==> src/rtl/ysyx_24070014_lsu_pkg.sv <==
// Shared definitions for the load/store unit: access sizes, FSM states,
// byte-strobe masks and the alignment helper.
package ysyx_24070014_lsu_pkg;

  localparam logic [1:0] ysyx_24070014_SIZE_B = 2'b00;
  localparam logic [1:0] ysyx_24070014_SIZE_H = 2'b01;
  localparam logic [1:0] ysyx_24070014_SIZE_W = 2'b10;
  localparam logic [1:0] ysyx_24070014_SIZE_D = 2'b11;

  localparam logic [7:0] ysyx_24070014_STRB_B = 8'h01;
  localparam logic [7:0] ysyx_24070014_STRB_H = 8'h03;
  localparam logic [7:0] ysyx_24070014_STRB_W = 8'h0F;
  localparam logic [7:0] ysyx_24070014_STRB_D = 8'hFF;

  typedef enum logic [1:0] {
    ysyx_24070014_IDLE = 2'd0,
    ysyx_24070014_REQ  = 2'd1,
    ysyx_24070014_WAIT = 2'd2,
    ysyx_24070014_RESP = 2'd3
  } ysyx_24070014_state_e;

  // Control fields captured when a request is accepted.
  typedef struct packed {
    logic       write;
    logic [1:0] size;
    logic       is_unsigned;
  } ysyx_24070014_ctrl_t;

  function automatic logic [7:0] ysyx_24070014_strb_mask(input logic [1:0] size);
    case (size)
      ysyx_24070014_SIZE_B: return ysyx_24070014_STRB_B;
      ysyx_24070014_SIZE_H: return ysyx_24070014_STRB_H;
      ysyx_24070014_SIZE_W: return ysyx_24070014_STRB_W;
      default:              return ysyx_24070014_STRB_D;
    endcase
  endfunction

  function automatic logic ysyx_24070014_aligned(input logic [1:0] size,
                                                 input logic [2:0] addr_lo);
    case (size)
      ysyx_24070014_SIZE_B: return 1'b1;
      ysyx_24070014_SIZE_H: return addr_lo[0] == 1'b0;
      ysyx_24070014_SIZE_W: return addr_lo[1:0] == 2'b00;
      default:              return addr_lo == 3'b000;
    endcase
  endfunction

endpackage

==> src/rtl/ysyx_24070014_LaneAlign.sv <==
// Byte-lane placement for stores and lane extraction plus sign/zero
// extension for loads. Purely combinational.
module ysyx_24070014_LaneAlign
  import ysyx_24070014_lsu_pkg::*;
#(
  parameter int unsigned DATA_LEN = 32
) (
  input  logic [1:0]                       i_size,
  input  logic                             i_unsigned,
  input  logic [$clog2(DATA_LEN/8)-1:0]    i_offset,
  input  logic [DATA_LEN-1:0]              i_wdata,
  input  logic [DATA_LEN-1:0]              i_rdata,
  output logic [DATA_LEN-1:0]              o_lane_wdata,
  output logic [DATA_LEN/8-1:0]            o_lane_wstrb,
  output logic [DATA_LEN-1:0]              o_ext_rdata
);

  localparam int unsigned NB = DATA_LEN / 8;
  localparam int unsigned IW = $clog2(DATA_LEN);

  logic [DATA_LEN-1:0] w_rshift;
  logic [IW-1:0]       w_top;
  logic                w_fill;

  assign o_lane_wdata = i_wdata << {i_offset, 3'b000};
  assign o_lane_wstrb = NB'(ysyx_24070014_strb_mask(i_size)) << i_offset;
  assign w_rshift     = i_rdata >> {i_offset, 3'b000};

  // Bits above the access width are filled with the sign bit or zero.
  always_comb begin
    w_top       = IW'(DATA_LEN - 1);
    o_ext_rdata = '0;
    case (i_size)
      ysyx_24070014_SIZE_B: w_top = IW'(7);
      ysyx_24070014_SIZE_H: w_top = IW'(15);
      ysyx_24070014_SIZE_W: w_top = IW'(31);
      default:              w_top = IW'(DATA_LEN - 1);
    endcase
    w_fill = ~i_unsigned & w_rshift[w_top];
    for (int i = 0; i < int'(DATA_LEN); i++) begin
      o_ext_rdata[i] = (IW'(i) <= w_top) ? w_rshift[i] : w_fill;
    end
  end

endmodule

==> src/rtl/ysyx_24070014_lsu.sv <==
// Load/store unit: accepts one core request at a time, issues a single
// memory transaction and returns one response pulse (with timeout).
module ysyx_24070014_lsu
  import ysyx_24070014_lsu_pkg::*;
#(
  parameter int unsigned DATA_LEN = 32,
  parameter int unsigned ADDR_LEN = 32,
  parameter int unsigned TIMEOUT  = 255
) (
  input  logic                  clk,
  input  logic                  reset,
  input  logic                  req_valid,
  output logic                  req_ready,
  input  logic                  req_write,
  input  logic [1:0]            req_size,
  input  logic                  req_unsigned,
  input  logic [ADDR_LEN-1:0]   req_addr,
  input  logic [DATA_LEN-1:0]   req_wdata,
  output logic                  resp_valid,
  output logic [DATA_LEN-1:0]   resp_rdata,
  output logic                  resp_err,
  output logic                  mem_req_valid,
  input  logic                  mem_req_ready,
  output logic [ADDR_LEN-1:0]   mem_addr,
  output logic                  mem_wen,
  output logic [DATA_LEN-1:0]   mem_wdata,
  output logic [DATA_LEN/8-1:0] mem_wstrb,
  input  logic                  mem_resp_valid,
  input  logic [DATA_LEN-1:0]   mem_rdata
);

  localparam int unsigned NB = DATA_LEN / 8;
  localparam int unsigned OW = $clog2(NB);
  localparam int unsigned CW = $clog2(TIMEOUT + 1);

  ysyx_24070014_state_e r_state, w_state_nxt;
  ysyx_24070014_ctrl_t  r_ctrl, w_ctrl_nxt;
  logic [OW-1:0]        r_off, w_off_nxt;
  logic [CW-1:0]        r_cnt, w_cnt_nxt, w_cnt_inc;

  logic                 r_req_ready, w_req_ready_nxt;
  logic                 r_resp_valid, w_resp_valid_nxt;
  logic                 r_resp_err, w_resp_err_nxt;
  logic [DATA_LEN-1:0]  r_resp_rdata, w_resp_rdata_nxt;
  logic                 r_mem_req_valid, w_mem_req_valid_nxt;
  logic [ADDR_LEN-1:0]  r_mem_addr, w_mem_addr_nxt;
  logic                 r_mem_wen, w_mem_wen_nxt;
  logic [DATA_LEN-1:0]  r_mem_wdata, w_mem_wdata_nxt;
  logic [NB-1:0]        r_mem_wstrb, w_mem_wstrb_nxt;

  logic                 w_req_ok;
  logic [1:0]           w_al_size;
  logic                 w_al_unsigned;
  logic [OW-1:0]        w_al_off;
  logic [DATA_LEN-1:0]  w_lane_wdata;
  logic [NB-1:0]        w_lane_wstrb;
  logic [DATA_LEN-1:0]  w_lane_rdata;

  assign w_req_ok = ((req_size != ysyx_24070014_SIZE_D) || (DATA_LEN == 64)) &&
                    ysyx_24070014_aligned(req_size, req_addr[2:0]);
  assign w_cnt_inc = r_cnt + CW'(1);

  // Lane unit sees the live request in IDLE (store placement) and the
  // captured fields afterwards (load extraction).
  assign w_al_size     = (r_state == ysyx_24070014_IDLE) ? req_size : r_ctrl.size;
  assign w_al_unsigned = (r_state == ysyx_24070014_IDLE) ? req_unsigned : r_ctrl.is_unsigned;
  assign w_al_off      = (r_state == ysyx_24070014_IDLE) ? req_addr[OW-1:0] : r_off;

  ysyx_24070014_LaneAlign #(
    .DATA_LEN (DATA_LEN)
  ) u_lane (
    .i_size       (w_al_size),
    .i_unsigned   (w_al_unsigned),
    .i_offset     (w_al_off),
    .i_wdata      (req_wdata),
    .i_rdata      (mem_rdata),
    .o_lane_wdata (w_lane_wdata),
    .o_lane_wstrb (w_lane_wstrb),
    .o_ext_rdata  (w_lane_rdata)
  );

  // Next-state and next-output logic.
  always_comb begin
    w_state_nxt         = r_state;
    w_ctrl_nxt          = r_ctrl;
    w_off_nxt           = r_off;
    w_cnt_nxt           = r_cnt;
    w_mem_addr_nxt      = r_mem_addr;
    w_mem_wen_nxt       = r_mem_wen;
    w_mem_wdata_nxt     = r_mem_wdata;
    w_mem_wstrb_nxt     = r_mem_wstrb;
    w_mem_req_valid_nxt = 1'b0;
    w_resp_valid_nxt    = 1'b0;
    w_resp_err_nxt      = 1'b0;
    w_resp_rdata_nxt    = '0;

    case (r_state)
      ysyx_24070014_IDLE: begin
        if (req_valid) begin
          w_ctrl_nxt.write       = req_write;
          w_ctrl_nxt.size        = req_size;
          w_ctrl_nxt.is_unsigned = req_unsigned;
          w_off_nxt              = req_addr[OW-1:0];
          w_mem_addr_nxt         = {req_addr[ADDR_LEN-1:OW], {OW{1'b0}}};
          if (w_req_ok) begin
            w_state_nxt         = ysyx_24070014_REQ;
            w_mem_req_valid_nxt = 1'b1;
            w_mem_wen_nxt       = req_write;
            w_mem_wdata_nxt     = req_write ? w_lane_wdata : '0;
            w_mem_wstrb_nxt     = req_write ? w_lane_wstrb : '0;
          end else begin
            w_state_nxt      = ysyx_24070014_RESP;
            w_resp_valid_nxt = 1'b1;
            w_resp_err_nxt   = 1'b1;
            w_mem_wen_nxt    = 1'b0;
            w_mem_wdata_nxt  = '0;
            w_mem_wstrb_nxt  = '0;
          end
        end
      end
      ysyx_24070014_REQ: begin
        w_mem_req_valid_nxt = 1'b1;
        if (mem_req_ready) begin
          w_state_nxt         = ysyx_24070014_WAIT;
          w_mem_req_valid_nxt = 1'b0;
          w_cnt_nxt           = '0;
        end
      end
      ysyx_24070014_WAIT: begin
        w_cnt_nxt = w_cnt_inc;
        // A response arriving on the timeout cycle still completes cleanly.
        if (mem_resp_valid) begin
          w_state_nxt      = ysyx_24070014_RESP;
          w_resp_valid_nxt = 1'b1;
          w_resp_rdata_nxt = r_ctrl.write ? '0 : w_lane_rdata;
        end else if (w_cnt_inc == CW'(TIMEOUT)) begin
          w_state_nxt      = ysyx_24070014_RESP;
          w_resp_valid_nxt = 1'b1;
          w_resp_err_nxt   = 1'b1;
        end
      end
      default: begin
        w_state_nxt = ysyx_24070014_IDLE;
      end
    endcase

    w_req_ready_nxt = (w_state_nxt == ysyx_24070014_IDLE);
  end

  always_ff @(posedge clk) begin
    if (!reset) begin
      r_state         <= ysyx_24070014_IDLE;
      r_ctrl          <= '0;
      r_off           <= '0;
      r_cnt           <= '0;
      r_req_ready     <= 1'b1;
      r_resp_valid    <= 1'b0;
      r_resp_err      <= 1'b0;
      r_resp_rdata    <= '0;
      r_mem_req_valid <= 1'b0;
      r_mem_addr      <= '0;
      r_mem_wen       <= 1'b0;
      r_mem_wdata     <= '0;
      r_mem_wstrb     <= '0;
    end else begin
      r_state         <= w_state_nxt;
      r_ctrl          <= w_ctrl_nxt;
      r_off           <= w_off_nxt;
      r_cnt           <= w_cnt_nxt;
      r_req_ready     <= w_req_ready_nxt;
      r_resp_valid    <= w_resp_valid_nxt;
      r_resp_err      <= w_resp_err_nxt;
      r_resp_rdata    <= w_resp_rdata_nxt;
      r_mem_req_valid <= w_mem_req_valid_nxt;
      r_mem_addr      <= w_mem_addr_nxt;
      r_mem_wen       <= w_mem_wen_nxt;
      r_mem_wdata     <= w_mem_wdata_nxt;
      r_mem_wstrb     <= w_mem_wstrb_nxt;
    end
  end

  assign req_ready     = r_req_ready;
  assign resp_valid    = r_resp_valid;
  assign resp_err      = r_resp_err;
  assign resp_rdata    = r_resp_rdata;
  assign mem_req_valid = r_mem_req_valid;
  assign mem_addr      = r_mem_addr;
  assign mem_wen       = r_mem_wen;
  assign mem_wdata     = r_mem_wdata;
  assign mem_wstrb     = r_mem_wstrb;

endmodule

==> config.mk <==
export PLATFORM = sky130hd
export DESIGN_NAME = ysyx_24070014_lsu
export DESIGN_NICKNAME = d
export VERILOG_FILES = /design/src/rtl/ysyx_24070014_lsu_pkg.sv /design/src/rtl/ysyx_24070014_LaneAlign.sv /design/src/rtl/ysyx_24070014_lsu.sv
export SDC_FILE = /design/constraint.sdc
export NUM_CORES = 1
export LEC_CHECK = 0
export BUFFER_PORTS_ARGS = -buffer_cell sky130_fd_sc_hd__buf_2
export CAP_MARGIN = 20
export CORE_ASPECT_RATIO = 0.6
export CORE_UTILIZATION = 48
export CTS_CLUSTER_DIAMETER = 60
export DETAILED_ROUTE_END_ITERATION = 10
export GPL_TIMING_DRIVEN = 0
export PLACE_DENSITY = 0.88
export SYNTH_ARGS = -nofsm -noshare
export SYNTH_HDL_FRONTEND = slang
export SYNTH_SLANG_ARGS = --single-unit
==> constraint.sdc <==
create_clock -name clk -period 3 [get_ports clk]
set_input_delay 0.15 -clock clk [delete_from_list [all_inputs] [get_ports clk]]
set_output_delay 0.15 -clock clk [all_outputs]
set_load 0.03 [all_outputs]
Word-level counts from Yosys, hierarchy flattened
Cells that the tools add are included.
{"block": "classes", "n_lt_le_gt_ge": 33, "n_mul": 0, "n_bitwise": 6, "shifts": 3, "n_addsub": 1, "div_mod_pow": 0, "n_eq_ne": 9, "n_mux": 64, "reduce_logical": 11}
{"op": "5-bit <= comparator, first input constant", "n": 16}
{"op": "32-bit 2-to-1 mux", "n": 2}
{"op": "1-bit 2-to-1 mux", "n": 43}
{"op": "4-bit by 5-bit <= comparator with 1-bit output, first input constant", "n": 8}
{"op": "32-bit by 5-bit left shift with 32-bit output", "n": 1}
{"op": "32-bit by 5-bit right shift with 32-bit output", "n": 1}
{"op": "3-bit by 5-bit <= comparator with 1-bit output, first input constant", "n": 4}
{"op": "8-bit one-hot mux with 2 select lines", "n": 1}
{"op": "2-bit 2-to-1 mux", "n": 7}
{"op": "4-bit one-hot mux with 3 select lines", "n": 1}
{"op": "1-bit by 5-bit <= comparator with 1-bit output, first input constant", "n": 2}
{"op": "2-bit by 5-bit <= comparator with 1-bit output, first input constant", "n": 2}
{"op": "2-bit logical NOT", "n": 5}
{"op": "5-bit one-hot mux with 2 select lines", "n": 1}
{"op": "8-bit by 1-bit adder with 8-bit output, second input constant", "n": 1}
{"op": "8-bit equality test, second input constant", "n": 1}
{"op": "4-bit 2-to-1 mux", "n": 2}
{"op": "8-bit 2-to-1 mux", "n": 1}
{"op": "2-bit by 1-bit equality test with 1-bit output, second input constant", "n": 3}
{"op": "2-bit equality test, second input constant", "n": 3}
{"op": "5-bit by 6-bit < comparator with 1-bit output, second input constant", "n": 1}
{"op": "1-bit one-hot mux with 2 select lines", "n": 3}
{"op": "2-bit one-hot mux with 3 select lines", "n": 1}
{"op": "1-bit binary-select mux with 5-bit select", "n": 1}
{"op": "other kinds (10)", "n": 16}
{"block": "word_totals", "regBits": 119, "out_inout_bits": 105, "wordCells": 142, "romBits": 0, "ramBits": 0, "latch_bits": 0, "memories": 0}

Depth between registers and ports, before layout
{"block": "depth", "depth_word": 8, "depth_mapped": 9}

Cells and area by module
A second synthesis with hierarchy kept.
{"block": "unflattened", "hier_cells": 646, "hier_area_um2": 5431.5}
{"mod": "ysyx_24070014_lsu", "n_inst": 1, "cells_each": 448, "seq_area_each_um2": 2382.3, "area_each_um2": 4146.5}
{"mod": "ysyx_24070014_LaneAlign", "n_inst": 1, "cells_each": 198, "seq_area_each_um2": 0.0, "area_each_um2": 1285.0}

Least setup slack after synthesis
OpenSTA, ideal clock, no wires.
{"block": "synth_path", "kind": "reg2reg", "start": "register r_state[1]", "end": "register r_resp_rdata[21], in the netlist resp_rdata[21]", "arrival_ns": 2.075, "stages_incl_launch_ff": 9, "n_path_buf": 2, "setup_time_ns": 0.132, "slack_ns": 0.793, "path_cell_list": "dfxtp_1 -> buf_6 -> or3b_4 -> nand2_2 -> mux2_2 -> a211o_2 -> o21ai_4 -> buf_6 -> a21oi_1"}
{"block": "synth_via", "elab_chain_len": 8, "word_cells_on_any_way": 17}
{"element": "start: declaration", "line": "ysyx_24070014_lsu.sv:36", "source": "ysyx_24070014_state_e r_state, w_state_nxt;"}
{"element": "start signal: assignment", "line": "ysyx_24070014_lsu.sv:152", "source": "r_state <= ysyx_24070014_IDLE;"}
{"element": "start signal: assignment", "line": "ysyx_24070014_lsu.sv:166", "source": "r_state <= w_state_nxt;"}
{"element": "parallel branches: the longest is 8 deep, another holds 32-bit by 5-bit right shift with 32-bit output"}
{"element": "end signal: assignment", "line": "ysyx_24070014_lsu.sv:173", "source": "r_resp_rdata <= w_resp_rdata_nxt;"}
{"element": "end: declaration", "line": "ysyx_24070014_lsu.sv:44", "source": "logic [DATA_LEN-1:0] r_resp_rdata, w_resp_rdata_nxt;"}
Parallel ways; which one is timed is not known. The select of a mux whose other input is x is not followed.
A chain may end at the register's enable or synchronous reset.

Final worst setup path
{"block": "layout_path", "start": "register r_state[0]", "end": "register r_resp_rdata[21], in the netlist resp_rdata[21]"}
Same word-level chain as after synthesis.

==> out/qor.csv <==
stage;metric;value;unit
status;status;complete, no violations;
clocking;CTS tree;yes;
timing;Max-slew headroom;39.9;%
clocking;Setup Fix Bufs, Post-CTS;0;
clocking;Clock transition at path regs;0.05;ns
floorplanning;IO Count;210;
clocking;Num CTS Buffers;17;
run;Max Cap Viol;0;
logic_synthesis;Mapped Area;5210;um^2
min_path;Hold WC Path Type;in2reg;
grt;initial antenna violation count;0;
worst_setup_path;Critical Path AT;2.78;ns
layout;register area;2380;um^2
pwr;Logic pwr share;22.8;%
layout;area grow syn2layout;40.6;%
grt;pin count of the biggest net entering global routing;17;
logic_synthesis;area leader, netlist;dfxtp_1;
worst_setup_path;kind of critical path;reg2reg;
grt;vias in the first global route;5391;
timing;maximum clock frequency;0.399;GHz
pwr;NetSw;1.48;mW
placed_design;hpwl dp;12500;um
pwr;Pwr Total;4.79;mW
grt;met1 Usage GRT;41.6;%
pwr;internal power;3.31;mW
worst_setup_path;R2R cell count;8;
grt;GR peak layer;met2;
detailed_routing;post-DR wirelength/cell;17.2;um
worst_setup_path;FF-to-FF End;resp_rdata[21]$_SDFF_PP0_;
worst_setup_path;FF-to-FF Start;r_state[0]$_SDFF_PN0_;
timing;final hold violation count;0;
pwr;Clock power frac;41.6;%
floorplanning;core area;10600;um^2
pwr;Leak;3.44;nW
floorplanning;total die area;11300;um^2
grt;GRT Total Usage;31.6;%
layout;nets@finish;1027;
detailed_routing;Final ANT Viol Nets;0;
clocking;clock latency on the worst-skew pair;0.41;ns
floorplanning;die extent in x;137;um
logic_synthesis;Synth async-reset ratio;0;%
placed_design;gpl congestion;0.945;
timing;Tmin final;2.51;ns
logic_synthesis;Post-synth EDFFs;0;
grt;GRT Residual Overflow;0;
worst_setup_path;worst reg2reg setup slack;0.49;ns
timing;unrepaired setup endpoints after global routing;false;
timing;fin crit share;83.5;%
floorplanning;initial core utilization;49.3;%
pwr;VDD IR max;0.000452;V
detailed_routing;residual DRC count;0;
pwr;register share of total power;35.6;%
clocking;CTS root buffer;clkbuf_16;
detailed_routing;First-pass DRT Iterations;8;
logic_synthesis;Yosys reg bits;119;
clocking;Clock H-tree levels;4;
logic_synthesis;top post-synthesis cells by area;dfxtp_1 46%, nand2_1 15%, a21oi_1 8.1%;
logic_synthesis;Synth Instances;661;
timing;Setup TNS;0;ns
timing;Max Slew Vio Count;0;
logic_synthesis;average cell area after synthesis;7.88;um^2
grt;met2 GRT Util;50.5;%
detailed_routing;vias;6039;
logic_synthesis;Synth Warn #;0;
layout;Antenna Cells;0;
clocking;Clock Sinks;119;
timing;hold slack;0.00608;ns
layout;multi-input logic area;2590;um^2
timing;clock skew;0.00844;ns
timing;actual slew at the worst max-slew pin;0.876;ns
layout;layout cells sized above 1;28.1;%
detailed_routing;drt total wl;18400;um
worst_setup_path;Worst Setup SP;r_state[0]$_SDFF_PN0_;
worst_setup_path;Worst setup SP type;flop;
logic_synthesis;post-synth top area share;45.7;%
pwr;Pwr Density;654;nW/um^2
pwr;switching share of power;30.9;%
timing;final setup fails;0;
grt;first-pass GRT wire length;26800;um
detailed_routing;Detailed Route Iter0 Violations;608;
layout;Final Util;69.4;%
worst_setup_path;critical path capture point type;flop;
logic_synthesis;synth unique cells;55;
floorplanning;# rows;29;
logic_synthesis;Seq/Total Area, Yosys;45.7;%
logic_synthesis;prevailing post-synth register cell;dfxtp_1;
worst_setup_path;CP max FO;10;
floorplanning;Die Y-Extent;82.7;um
layout;Final Cell Area;7320;um^2
placed_design;DP Area;6420;um^2
detailed_routing;drt via density;5.64;
layout;filler cell count;827;
worst_setup_path;critical path required time;3.27;ns
placed_design;port bufs;206;
worst_setup_path;CP Capture Point;resp_rdata[21]$_SDFF_PP0_;
clocking;CTS Buffer Depth;2;
grt;M3 GR Usage;7.94;%
-- power by group through the flow --
stage	clock (mW)	combinational, mW	sequential (mW)
5_1_grt	2.08	1.17	1.71
4_1_cts	1.99	1.06	1.70
3_3_place_gp	0	0.999	1.73
2_1_floorplan	0	0.563	1.86
3_5_place_dp	0	1.02	1.73
6_report	1.99	1.09	1.70
-- kinds of logic (layout without fill, tap and decap cells) --
logic type	after synthesis	count (layout)	share of synthesized area, %
other cells	1	2	0.0720
simple gates	293	293	24.2
mux	19	19	3.77
buf+inv	53	323	4.54
fa+ha+maj	2	2	0.480
compound gates	172	172	20.8
flops	119	119	45.7
xor+xnor	2	2	0.336
-- cell usage after synthesis, drive strengths merged (3+ instances only) --
master and n:
nand2 214, dfxtp 119, a21oi 84, o21ai 31, clkbuf 30, nor2 24
buf 17, mux2i 17, nand3 15, a211oi 12, a2bb2oi 9, a22o 8
a32o 8, and3 8, and2 6, inv 6, a31oi 5, nand2b 5
nor2b 4, nand3b 3, nor3 3, o21a 3
-- worst min path at each step --
| stage | startpoint | to | slack [ns] | cells past startpoint |
|---|---|---|---|---|
| after floorplan | req_valid | req_ready$_SDFF_PN1_ | 0.28 | 1 |
| after global placement | req_addr[22] | mem_addr[22]$_SDFFE_PN0P_ | 0.39 | 3 |
| after detailed placement | req_addr[22] | mem_addr[22]$_SDFFE_PN0P_ | 0.40 | 3 |
| after CTS | req_addr[24] | mem_addr[24]$_SDFFE_PN0P_ | 0.003 | 3 |
| after global routing | mem_rdata[28] | resp_rdata[28]$_SDFF_PP0_ | 0.005 | 3 |
| final | mem_rdata[28] | resp_rdata[28]$_SDFF_PP0_ | 0.006 | 3 |
-- final cells by class --
| cell class | instances | area share [%] |
|---|---|---|
| well taps | 139 | 2.37 |
| plain buffers | 47 | 2.92 |
| clock inverters | 9 | 1.37 |
| flip-flops and latches | 119 | 32.5 |
| repair buffers | 239 | 18.6 |
| multi-input cells | 490 | 35.4 |
| clock buffers | 22 | 6.48 |
| inverters | 6 | 0.308 |
-- through the flow --
step	worst slack [ns]	instances
6_report	0.494	1071
5_1_grt	0.361	1071
4_1_cts	0.556	1071
3_5_place_dp	0.583	1007
3_3_place_gp	0.606	1007
2_1_floorplan	0.793	662
-- repair_timing --
action	4_1_cts	5_1_grt
gates resized for setup	0	0
endpoints found under the hold margin	33	0
endpoints found under the setup margin	0	0
hold buffers	33	0
-- layer usage --
metal  share of wire (%)  wire [um]  vias up
li1                    -          -     2780
met1                  40       7460     2771
met2                  45       8240      432
met3                  12       2300       56
met4                 2.3        433        0
met5                   0          0        -
-- critical path: stages, from the launching register on --
cell and delay (ns):
dfxtp_1 0.29, buf_4 0.17, nor2_4 0.10, mux2i_1 0.74, a211oi_1 0.12, a211o_2 0.39, o21ai_4 0.27, buf_6 0.18
a21oi_1 0.08
-- cell usage in the layout (no fill, tap or decap), types with 5 or more instances in the layout --
cell / count
a211oi_1: 12
and3_1: 8
a32o_1: 8
clkbuf_16: 17
nand2b_1: 5
dlygate4sd3_1: 33
clkinv_2: 5
o21ai_0: 27
mux2i_1: 17
a22o_1: 8
nand2_1: 213
buf_1: 5
and2_1: 5
nand3_1: 15
a31oi_1: 5
inv_1: 5
buf_2: 212
a21oi_1: 84
clkbuf_1: 32
dfxtp_1: 119
nor2_1: 23
a2bb2oi_1: 9
-- registers in the layout (all words and copies together) (netlist names) --
register       flops
resp_rdata        32
mem_wen            1
req_ready          1
r_off              2
mem_addr          30
r_cnt              8
mem_wstrb          4
r_state            2
r_ctrl             4
resp_valid         1
mem_wdata         32
resp_err           1
mem_req_valid      1
Note: power is estimated with default switching activity, not from simulation.
